[config.mk]
export PLATFORM = sky130hd
export DESIGN_NAME = bcd_updown_counter_4d
export DESIGN_NICKNAME = d
export VERILOG_FILES = /design/src/rtl/bcd_pkg.sv /design/src/rtl/bcd_digit.sv /design/src/rtl/bcd_updown_counter_4d.sv
export SDC_FILE = /design/constraint.sdc
export NUM_CORES = 1
export LEC_CHECK = 0
export BUFFER_PORTS_ARGS = -buffer_cell sky130_fd_sc_hd__buf_2
export CAP_MARGIN = 25
export CORE_ASPECT_RATIO = 0.5
export CORE_MARGIN = 5
export CORE_UTILIZATION = 55
export DETAILED_ROUTE_END_ITERATION = 8
export PLACE_DENSITY = 0.74
export RECOVER_POWER = 25
export SYNTH_ARGS = -nofsm -noshare
export SYNTH_HDL_FRONTEND = slang
export SYNTH_SLANG_ARGS = --single-unit
export TNS_END_PERCENT = 100
[constraint.sdc]
create_clock -name clk -period 3.1 [get_ports clk]
set_input_delay 0.62 -clock clk [delete_from_list [all_inputs] [get_ports clk]]
set_output_delay 0.62 -clock clk [all_outputs]
set_load 0.01 [all_outputs]
[src/rtl/bcd_pkg.sv]
// rtl/bcd_pkg.sv - shared BCD widths, limits, scan-select codes and digit step helpers
//
// Package bcd_pkg, imported by bcd_digit and bcd_updown_counter_4d.
//   BCD_W / NUM_DIGITS : digit width and digit count
//   BCD_MAX / BCD_MIN  : legal digit range limits
//   scan_sel_e         : scan-select codes SCAN_D0..SCAN_D3
//   bcd_inc / bcd_dec  : single-digit step including recovery from 10..15

package bcd_pkg;

    localparam int BCD_W      = 4;
    localparam int NUM_DIGITS = 4;

    localparam logic [BCD_W-1:0] BCD_MAX = 4'd9;
    localparam logic [BCD_W-1:0] BCD_MIN = 4'd0;

    typedef logic [BCD_W-1:0] bcd_t;

    typedef enum logic [1:0] {
        SCAN_D0 = 2'd0,
        SCAN_D1 = 2'd1,
        SCAN_D2 = 2'd2,
        SCAN_D3 = 2'd3
    } scan_sel_e;

    // An illegal value (10..15) counting up is treated like 9: it goes to 0 with carry.
    function automatic bcd_t bcd_inc(input bcd_t v);
        bcd_inc = (v >= BCD_MAX) ? BCD_MIN : bcd_t'(v + 4'd1);
    endfunction

    // An illegal value counting down lands on 9 without a borrow.
    function automatic bcd_t bcd_dec(input bcd_t v);
        if (v == BCD_MIN) begin
            bcd_dec = BCD_MAX;
        end else if (v > BCD_MAX) begin
            bcd_dec = BCD_MAX;
        end else begin
            bcd_dec = bcd_t'(v - 4'd1);
        end
    endfunction

endpackage

[src/rtl/bcd_digit.sv]
// rtl/bcd_digit.sv - one BCD digit cell of the up/down counter carry chain
//
// Ports:
//   clk       in   system clock, rising edge
//   rst       in   synchronous active-high reset, value <- 0
//   clr       in   synchronous clear, value <- 0
//   step      in   advance this digit this edge (tick AND carry-in)
//   up_dn     in   1 = increment, 0 = decrement
//   value     out  current digit value
//   carry_out out  this digit would roll over (9 going up / 0 going down)

module bcd_digit
    import bcd_pkg::*;
(
    input  logic             clk,
    input  logic             rst,
    input  logic             clr,
    input  logic             step,
    input  logic             up_dn,
    output logic [BCD_W-1:0] value,
    output logic             carry_out
);

    always_ff @(posedge clk) begin
        if (rst) begin
            value <= BCD_MIN;
        end else if (clr) begin
            value <= BCD_MIN;
        end else if (step) begin
            value <= up_dn ? bcd_inc(value) : bcd_dec(value);
        end
    end

    // Combinational so a carry ripples through every digit in the same edge.
    // Values above 9 also carry when counting up, matching bcd_inc.
    assign carry_out = up_dn ? (value >= BCD_MAX) : (value == BCD_MIN);

endmodule

[src/rtl/bcd_updown_counter_4d.sv]
// rtl/bcd_updown_counter_4d.sv - four-digit BCD up/down counter with prescaler and scan select
//
// Optional feature macro: BCD_SATURATE_EN (saturate at 9999/0000 instead of wrapping).
//
// Parameters:
//   DIV_COUNT  clk cycles per count tick (>= 2)
//   DIV_W      prescaler width, 2^DIV_W >= DIV_COUNT
//   SCAN_W     free-running scan counter width, scan_sel = top two bits
//
// Ports:
//   clk       in   system clock, rising edge
//   rst       in   synchronous active-high reset
//   en        in   count enable; 0 pauses prescaler and digits
//   clr       in   synchronous clear of digits and prescaler
//   up_dn     in   1 = count up, 0 = count down (sampled in the tick cycle)
//   digit0..3 out  BCD digits, least significant first
//   scan_sel  out  digit select for the scan controller
//   tick      out  count-tick strobe
//   wrap      out  one-cycle pulse after rollover (or blocked tick when saturating)

module bcd_updown_counter_4d
    import bcd_pkg::*;
#(
    parameter int DIV_COUNT = 100_000_000,
    parameter int DIV_W     = 27,
    parameter int SCAN_W    = 18
) (
    input  logic             clk,
    input  logic             rst,
    input  logic             en,
    input  logic             clr,
    input  logic             up_dn,
    output logic [BCD_W-1:0] digit0,
    output logic [BCD_W-1:0] digit1,
    output logic [BCD_W-1:0] digit2,
    output logic [BCD_W-1:0] digit3,
    output logic [1:0]       scan_sel,
    output logic             tick,
    output logic             wrap
);

    localparam logic [DIV_W-1:0]  DIV_LAST = DIV_W'(DIV_COUNT - 1);
    localparam logic [DIV_W-1:0]  DIV_ONE  = 1;
    localparam logic [SCAN_W-1:0] SCAN_ONE = 1;

    logic [DIV_W-1:0]      presc;
    logic [SCAN_W-1:0]     scan_cnt;
    logic                  wrap_q;

    bcd_t                  value [NUM_DIGITS];
    logic [NUM_DIGITS-1:0] carry;
    logic [NUM_DIGITS-1:0] step;
    logic                  at_limit;
    logic                  limit_hit;

    // ------------------------------------------------------------------
    // Prescaler: a pause holds the count so the period resumes mid-way.
    // ------------------------------------------------------------------
    always_ff @(posedge clk) begin
        if (rst) begin
            presc <= '0;
        end else if (clr) begin
            presc <= '0;
        end else if (en) begin
            presc <= (presc == DIV_LAST) ? '0 : presc + DIV_ONE;
        end
    end

    assign tick = en & (presc == DIV_LAST);

    // ------------------------------------------------------------------
    // Digit chain. All four carries set means the whole counter sits at
    // 9999 going up or 0000 going down, i.e. this tick crosses the limit.
    // ------------------------------------------------------------------
    assign at_limit  = &carry;
    assign limit_hit = tick & at_limit;

`ifdef BCD_SATURATE_EN
    assign step[0] = tick & ~at_limit;
`else
    assign step[0] = tick;
`endif

    genvar gi;
    generate
        for (gi = 1; gi < NUM_DIGITS; gi++) begin : g_chain
            assign step[gi] = step[gi-1] & carry[gi-1];
        end

        for (gi = 0; gi < NUM_DIGITS; gi++) begin : g_digit
            bcd_digit u_digit (
                .clk       (clk),
                .rst       (rst),
                .clr       (clr),
                .step      (step[gi]),
                .up_dn     (up_dn),
                .value     (value[gi]),
                .carry_out (carry[gi])
            );
        end
    endgenerate

    // ------------------------------------------------------------------
    // Wrap / limit pulse: registered, one cycle after the crossing edge.
    // clr discards a coincident tick, so it also suppresses the pulse.
    // ------------------------------------------------------------------
    always_ff @(posedge clk) begin
        if (rst) begin
            wrap_q <= 1'b0;
        end else if (clr) begin
            wrap_q <= 1'b0;
        end else begin
            wrap_q <= limit_hit;
        end
    end

    // ------------------------------------------------------------------
    // Scan counter: free-running, ignores en and clr.
    // ------------------------------------------------------------------
    always_ff @(posedge clk) begin
        if (rst) begin
            scan_cnt <= '0;
        end else begin
            scan_cnt <= scan_cnt + SCAN_ONE;
        end
    end

    assign scan_sel = scan_cnt[SCAN_W-1:SCAN_W-2];
    assign wrap     = wrap_q;
    assign digit0   = value[0];
    assign digit1   = value[1];
    assign digit2   = value[2];
    assign digit3   = value[3];

endmodule

==> impl_metrics.tcl, run 1 <==
set metrics [dict create \
    run_status "complete, no violations" \
    final_area_um2 3966 \
    p_leak_uw 0.001484 \
    synth-edff-count 0 \
    cp.depth 4 \
    ant_nets 0 \
    cts-root-buf "clkbuf_16" \
    die_w_um 122.5 \
    dp.cells 518 \
    cts_tree "done" \
    numCtsBuffers 9 \
    syn_avg_cell_area_um2 8.251 \
    ys_warn_count 0 \
    final_cells 534 \
    regArea_um2 1241 \
    drt-total-wl_um 7330 \
    synth_seq_area_share_pct 35.64 \
    synth.top_cells.by_area "dfxtp_1 (36%), xor2_1 (7.3%), nor2_1 (6.7%)" \
    grt_max_degree 28 \
    crit_family "simple AND/OR/NAND/NOR gates" \
    ctsHoldBuffers 0 \
    slew_violations 0 \
    async_reset_ff_share_pct 0 \
    drt_iter0_drc 169 \
    cts_setup_buffers 0 \
    setup_tns_ns 0 \
    cts_max_level 3 \
    hold_viol 0 \
    area_growth_pct 13.91 \
    n_fill_cell 528 \
    clock_sinks 62 \
    slew_headroom_pct 48.21 \
    multi_input_area_um2 2082 \
    netlist_area_um2 3482 \
    cp_slowest_cell "dfxtp_1" \
    start_util_pct 57.03 \
    finalPower_uw 1932 \
    die_area_um2 8119 \
    ys.flop_type "dfxtp_1" \
    grt_pass1_vias 2836 \
    cp-end-kind "output pin" \
    grt_usage_pct 19.48 \
    synthTopCellsByCount "dfxtp_1 (62), nor2_1 (62), nand2_1 (35), xor2_1 (29), a21oi_1 (25)" \
    gr-total-overflow 0 \
    port-buffer-count 24 \
    drive_gt1_share_pct 10.99 \
    synth_top_area_share_pct 35.64 \
    setup_viol 0 \
    finalCritPeriodShare_pct 80.80 \
    worst_ep_arrival_time_ns 1.88 \
    post_dp_cell_area_um2 3655 \
    tightest_slew_ns 0.7768 \
    num_rows 20 \
    clock-skew-final_ns 0.005076 \
    worst_hold_path_type "reg2reg" \
    antenna_found_initial 0 \
    coreArea_um2 6106 \
    ir_drop_mv 0.3816 \
    synth_cell_types 58 \
    yosysTopAreaCell "dfxtp_1" \
    dpl.hpwl_um 5122 \
    vias 3028 \
    r2r_cells 7 \
    diodes 0 \
    hold_path_depth 1 \
    die_height_um 66.27 \
    crit_path_start_kind "register" \
    fmaxAchievable_mhz 399.2 \
    path_class "reg2out" \
    path_cells "and4_1 -> nand4_1 -> nor2_1 -> buf_2" \
    synth.net_count 442 \
    cts_buffer_depth 2 \
    io_pins 25 \
    ys_seq_elements 62 \
    insertion_delay_ns 0.33 \
    syn_inst 422 \
    crit_buf_inv 1 \
    layout.nets 461 \
    cpPeakStageDelay_ns 0.42 \
    maxCapViolCount 0 \
    cts_resized 0 \
    avgViaCountPerCell 5.670 \
    rsz0062_at_grt "no" \
    post_drt_wl_per_cell_um 13.73 \
    gp_congestion 0.8788 \
    worstPathMaxFanout 6 \
    clkTransAtPathRegs_ns 0.05 \
    drtPass1Iterations 4 \
    drc_errors 0 \
    power.density_nw_per_um2 487.1 \
    worstPathRequired_ns 2.48 \
    grt_pass1_wl_um 12730 \
    fin_crit_ns 2.505 \
]
[metrics by stage]
stage	worst slack, ns	utilization [%]	hold WS (ns)
6_report	0.5953	64.96	0.4656
5_1_grt	0.4321	64.96	0.4963
4_1_cts	0.5964	65.14	0.4726
3_5_place_dp	0.6018	59.86	0.4602
3_3_place_gp	0.6672	59.86	0.4405
2_1_floorplan	0.8504	-	0.4261
[final timing paths]
path | from | to | slack (ns)
worst min register to register | scan_cnt[0] | scan_cnt[0] | 0.47
worst max-delay path | presc[4] | tick | 0.60
worst max register to register | g_digit[0].u_digit.value[0] | g_digit[1].u_digit.value[2] | 0.66
worst min-delay path | scan_cnt[0] | scan_cnt[0] | 0.47
[power by group]
part	switching, uW	internal (uW)	leakage [uW]
clock network	370	705	0.000152
registers	3.84	801	0.000500
logic	34.8	16.6	0.000832
[logic make-up after synthesis]
group                      Yosys count  share of synthesized area [%]
AOI/OAI and AO/OA                   74                          13.40
DFF                                 62                          35.64
buffers and inverters               38                          4.563
adders and majority gates           15                          5.390
muxes                                7                          2.012
xor gates and xnor gates            40                          10.06
and+or+nand+nor                    186                          28.93
[metal layers]
metal / GRT usage [%] / routed length (um) / vias up
met2: 34.24 / 3554 / 66
li1: - / - / 1526
met3: 7.436 / 419 / 7
met1: 22.52 / 3309 / 1429
met4: 4.742 / 46 / 0
met5: 0 / 0 / -
[cell type report]
class / instances / share of cell area, %
timing repair buffer: 29 / 3.691
inverter: 17 / 1.609
multi-input combinational: 322 / 52.49
tap: 88 / 2.776
clock inverter: 7 / 2.461
clock buffer: 9 / 5.678
sequential: 62 / 31.29
[flip-flops by register name (all words and copies together) (netlist names)]
name / flops
presc: 27
g_digit.u_digit.value: 16
wrap: 1
scan_cnt: 18
[placed cells by master (no fill, tap or decap), types with 3 or more instances in the layout]
cell type	synthesis	routed
xor2_1	29	29
or3_1	5	5
o21ai_0	12	12
nor2b_1	5	5
ha_1	15	15
o21ai_1	4	4
buf_4	2	5
or3b_2	4	4
nand3_1	18	18
a21oi_1	25	25
nor4b_4	3	3
and3_1	8	8
clkbuf_1	16	9
dfxtp_1	62	62
o31ai_1	3	3
buf_2	1	15
clkbuf_16	0	9
o21bai_1	4	4
xnor2_1	11	11
nor2_1	62	62
mux2i_1	7	7
nand2_1	35	35
nor4_1	4	4
nand4_1	15	15
inv_1	17	17
o22ai_1	3	3
and4_1	6	6
nor3_1	6	6
a22oi_1	4	4
[worst register-to-register path: stages, from the launching register on]
cell	delay (ns)
dfxtp_1	0.47
inv_1	0.13
ha_1	0.26
nor3b_1	0.16
o2bb2ai_1	0.26
or4b_1	0.58
or3_1	0.38
a21oi_1	0.14
Note: power is estimated with default switching activity, not from simulation.
==> run 2, diff against run 1 <==
==> constraint.sdc (replaced) <==
create_clock -name clk -period 2.5 [get_ports clk]
set_input_delay 0.5 -clock clk [delete_from_list [all_inputs] [get_ports clk]]
set_output_delay 0.5 -clock clk [all_outputs]
set_load 0.01 [all_outputs]
==> run 2 against run 1 <==
Register-to-register slack lost 0.53 ns; global-route usage grew 0.59 points; final area grew 0.95%; non-clock buffer count grew 5; utilization grew 0.61 points; total power grew 24%; count of clock-buffer cells in the layout is the same; die area is the same; critical endpoint is now g_digit[1].u_digit.value[2]; largest cell class unchanged.
==> impl_metrics.tcl, run 2 (synthesized netlist as in run 1, its figures left out) <==
set metrics [dict create \
    area_growth_pct 14.98 \
    n_fill_cell 511 \
    io_pins 25 \
    ant_nets 0 \
    top_register "presc" \
    clock-skew-final_ns 0.006853 \
    dp.cells 522 \
    slew_violations 0 \
    path_class "reg2reg" \
    rsz0062_at_grt "no" \
    ir_drop_mv 0.3967 \
    power.density_nw_per_um2 599.7 \
    final_common_cell "dfxtp_1" \
    coreArea_um2 6106 \
    dpl.hpwl_um 5236 \
    p_leak_uw 0.001497 \
    cts_tree "done" \
    tightest_slew_ns 0.7865 \
    gr-total-overflow 0 \
    layout.nets 466 \
    largest_reg_flops 27 \
    vias 3067 \
    die_w_um 122.5 \
    cts_buffer_depth 2 \
    numCtsBuffers 9 \
    num_rows 20 \
    die_height_um 66.27 \
    drive_gt1_share_pct 11.53 \
    reg.largest.list "presc (27), scan_cnt (18), g_digit.u_digit.value (16)" \
    maxCapViolCount 0 \
    finalCritPeriodShare_pct 94.72 \
    start_util_pct 57.03 \
    setup_viol 0 \
    gp_congestion 0.9241 \
    drt-total-wl_um 7726 \
    drt_iter0_drc 199 \
    run_status "complete, no violations" \
    grt_pass1_wl_um 13000 \
    port-buffer-count 24 \
    hold_viol 0 \
    slew_headroom_pct 47.57 \
    worst_ep_arrival_time_ns 2.63 \
    post_drt_wl_per_cell_um 14.33 \
    cp-end-kind "register" \
    antenna_found_initial 0 \
    setup_tns_ns 0 \
    worstPathMaxFanout 8 \
    regArea_um2 1241 \
    avgViaCountPerCell 5.690 \
    die_area_um2 8119 \
    worst_hold_path_type "reg2reg" \
    drc_errors 0 \
    min-delay-start "scan_cnt[0]" \
    multi_input_area_um2 2085 \
    whs_ns 0.4704 \
    drtPass1Iterations 6 \
    clock_sinks 62 \
    cts-root-buf "clkbuf_16" \
    startpoint "g_digit[0].u_digit.value[0]" \
    fmaxAchievable_mhz 422.3 \
    grt_pass1_vias 2878 \
    worstPathRequired_ns 2.76 \
    crit_path_start_kind "register" \
    grt_max_degree 28 \
    fin_crit_ns 2.368 \
    clkTransAtPathRegs_ns 0.05 \
    final_cells 539 \
    timing.rr.start "g_digit[0].u_digit.value[0]" \
    mostFrequentLayoutCells "dfxtp_1 (62), nor2_1 (61), nand2_1 (35)" \
    grt_usage_pct 20.07 \
    insertion_delay_ns 0.34 \
    cts_max_level 3 \
    diodes 0 \
]
run 2: area by class of cell:
cell class,count,area share [%]
clock inverters,7,2.469
well taps,88,2.750
clock buffers,9,5.625
multi-input cells,322,52.06
inverters,17,1.594
flip-flops and latches,62,31.00
repair buffers,34,4.500
run 2: power breakdown:
group / switching [uW] / total [uW] / leakage, uW / internal [uW]
clock: 461 / 1330 / 0.000156 / 874
sequential: 5.28 / 999 / 0.000500 / 994
combinational: 44.2 / 67.0 / 0.000842 / 22.7
run 2: per-layer routing:
layer,share of wire [%],track usage [%],up-vias
met4,1.9,7.671,0
li1,-,-,1529
met3,5.3,5.726,16
met5,0,0,-
met1,46,23.98,1446
met2,47,34.45,76
run 2: worst paths after layout:
path	to	slack, ns	depth (start not counted)
min	scan_cnt[0]	0.47	1
max	g_digit[1].u_digit.value[2]	0.13	7
max reg2reg	g_digit[1].u_digit.value[2]	0.13	7
min reg2reg	scan_cnt[0]	0.47	1
run 2: worst max-delay path, stage by stage, from the launching register on:
cell and delay [ns]:
dfxtp_1 0.47, inv_1 0.12, ha_1 0.27, nor3b_1 0.16, o2bb2ai_1 0.17, or4b_1 0.57, or3_1 0.38, a21oi_1 0.14
run 2: through the flow:
stage	util, %	worst slack, ns	instance area, um2	total power (uW)
floorplan	-	0.2504	3482	1067
global placement	60.35	0.2633	3685	1083
detailed placement	60.35	0.1995	3685	1086
CTS	65.66	0.02617	4009	2422
global route	65.57	0.03247	4004	2483
finish	65.57	0.1319	4004	2401
run 2: timing repair:
action	4_1_cts	5_1_grt
hold buffers	0	0
buffers inserted	0	1
resized for setup	0	1
endpoints found under the setup margin	0	1
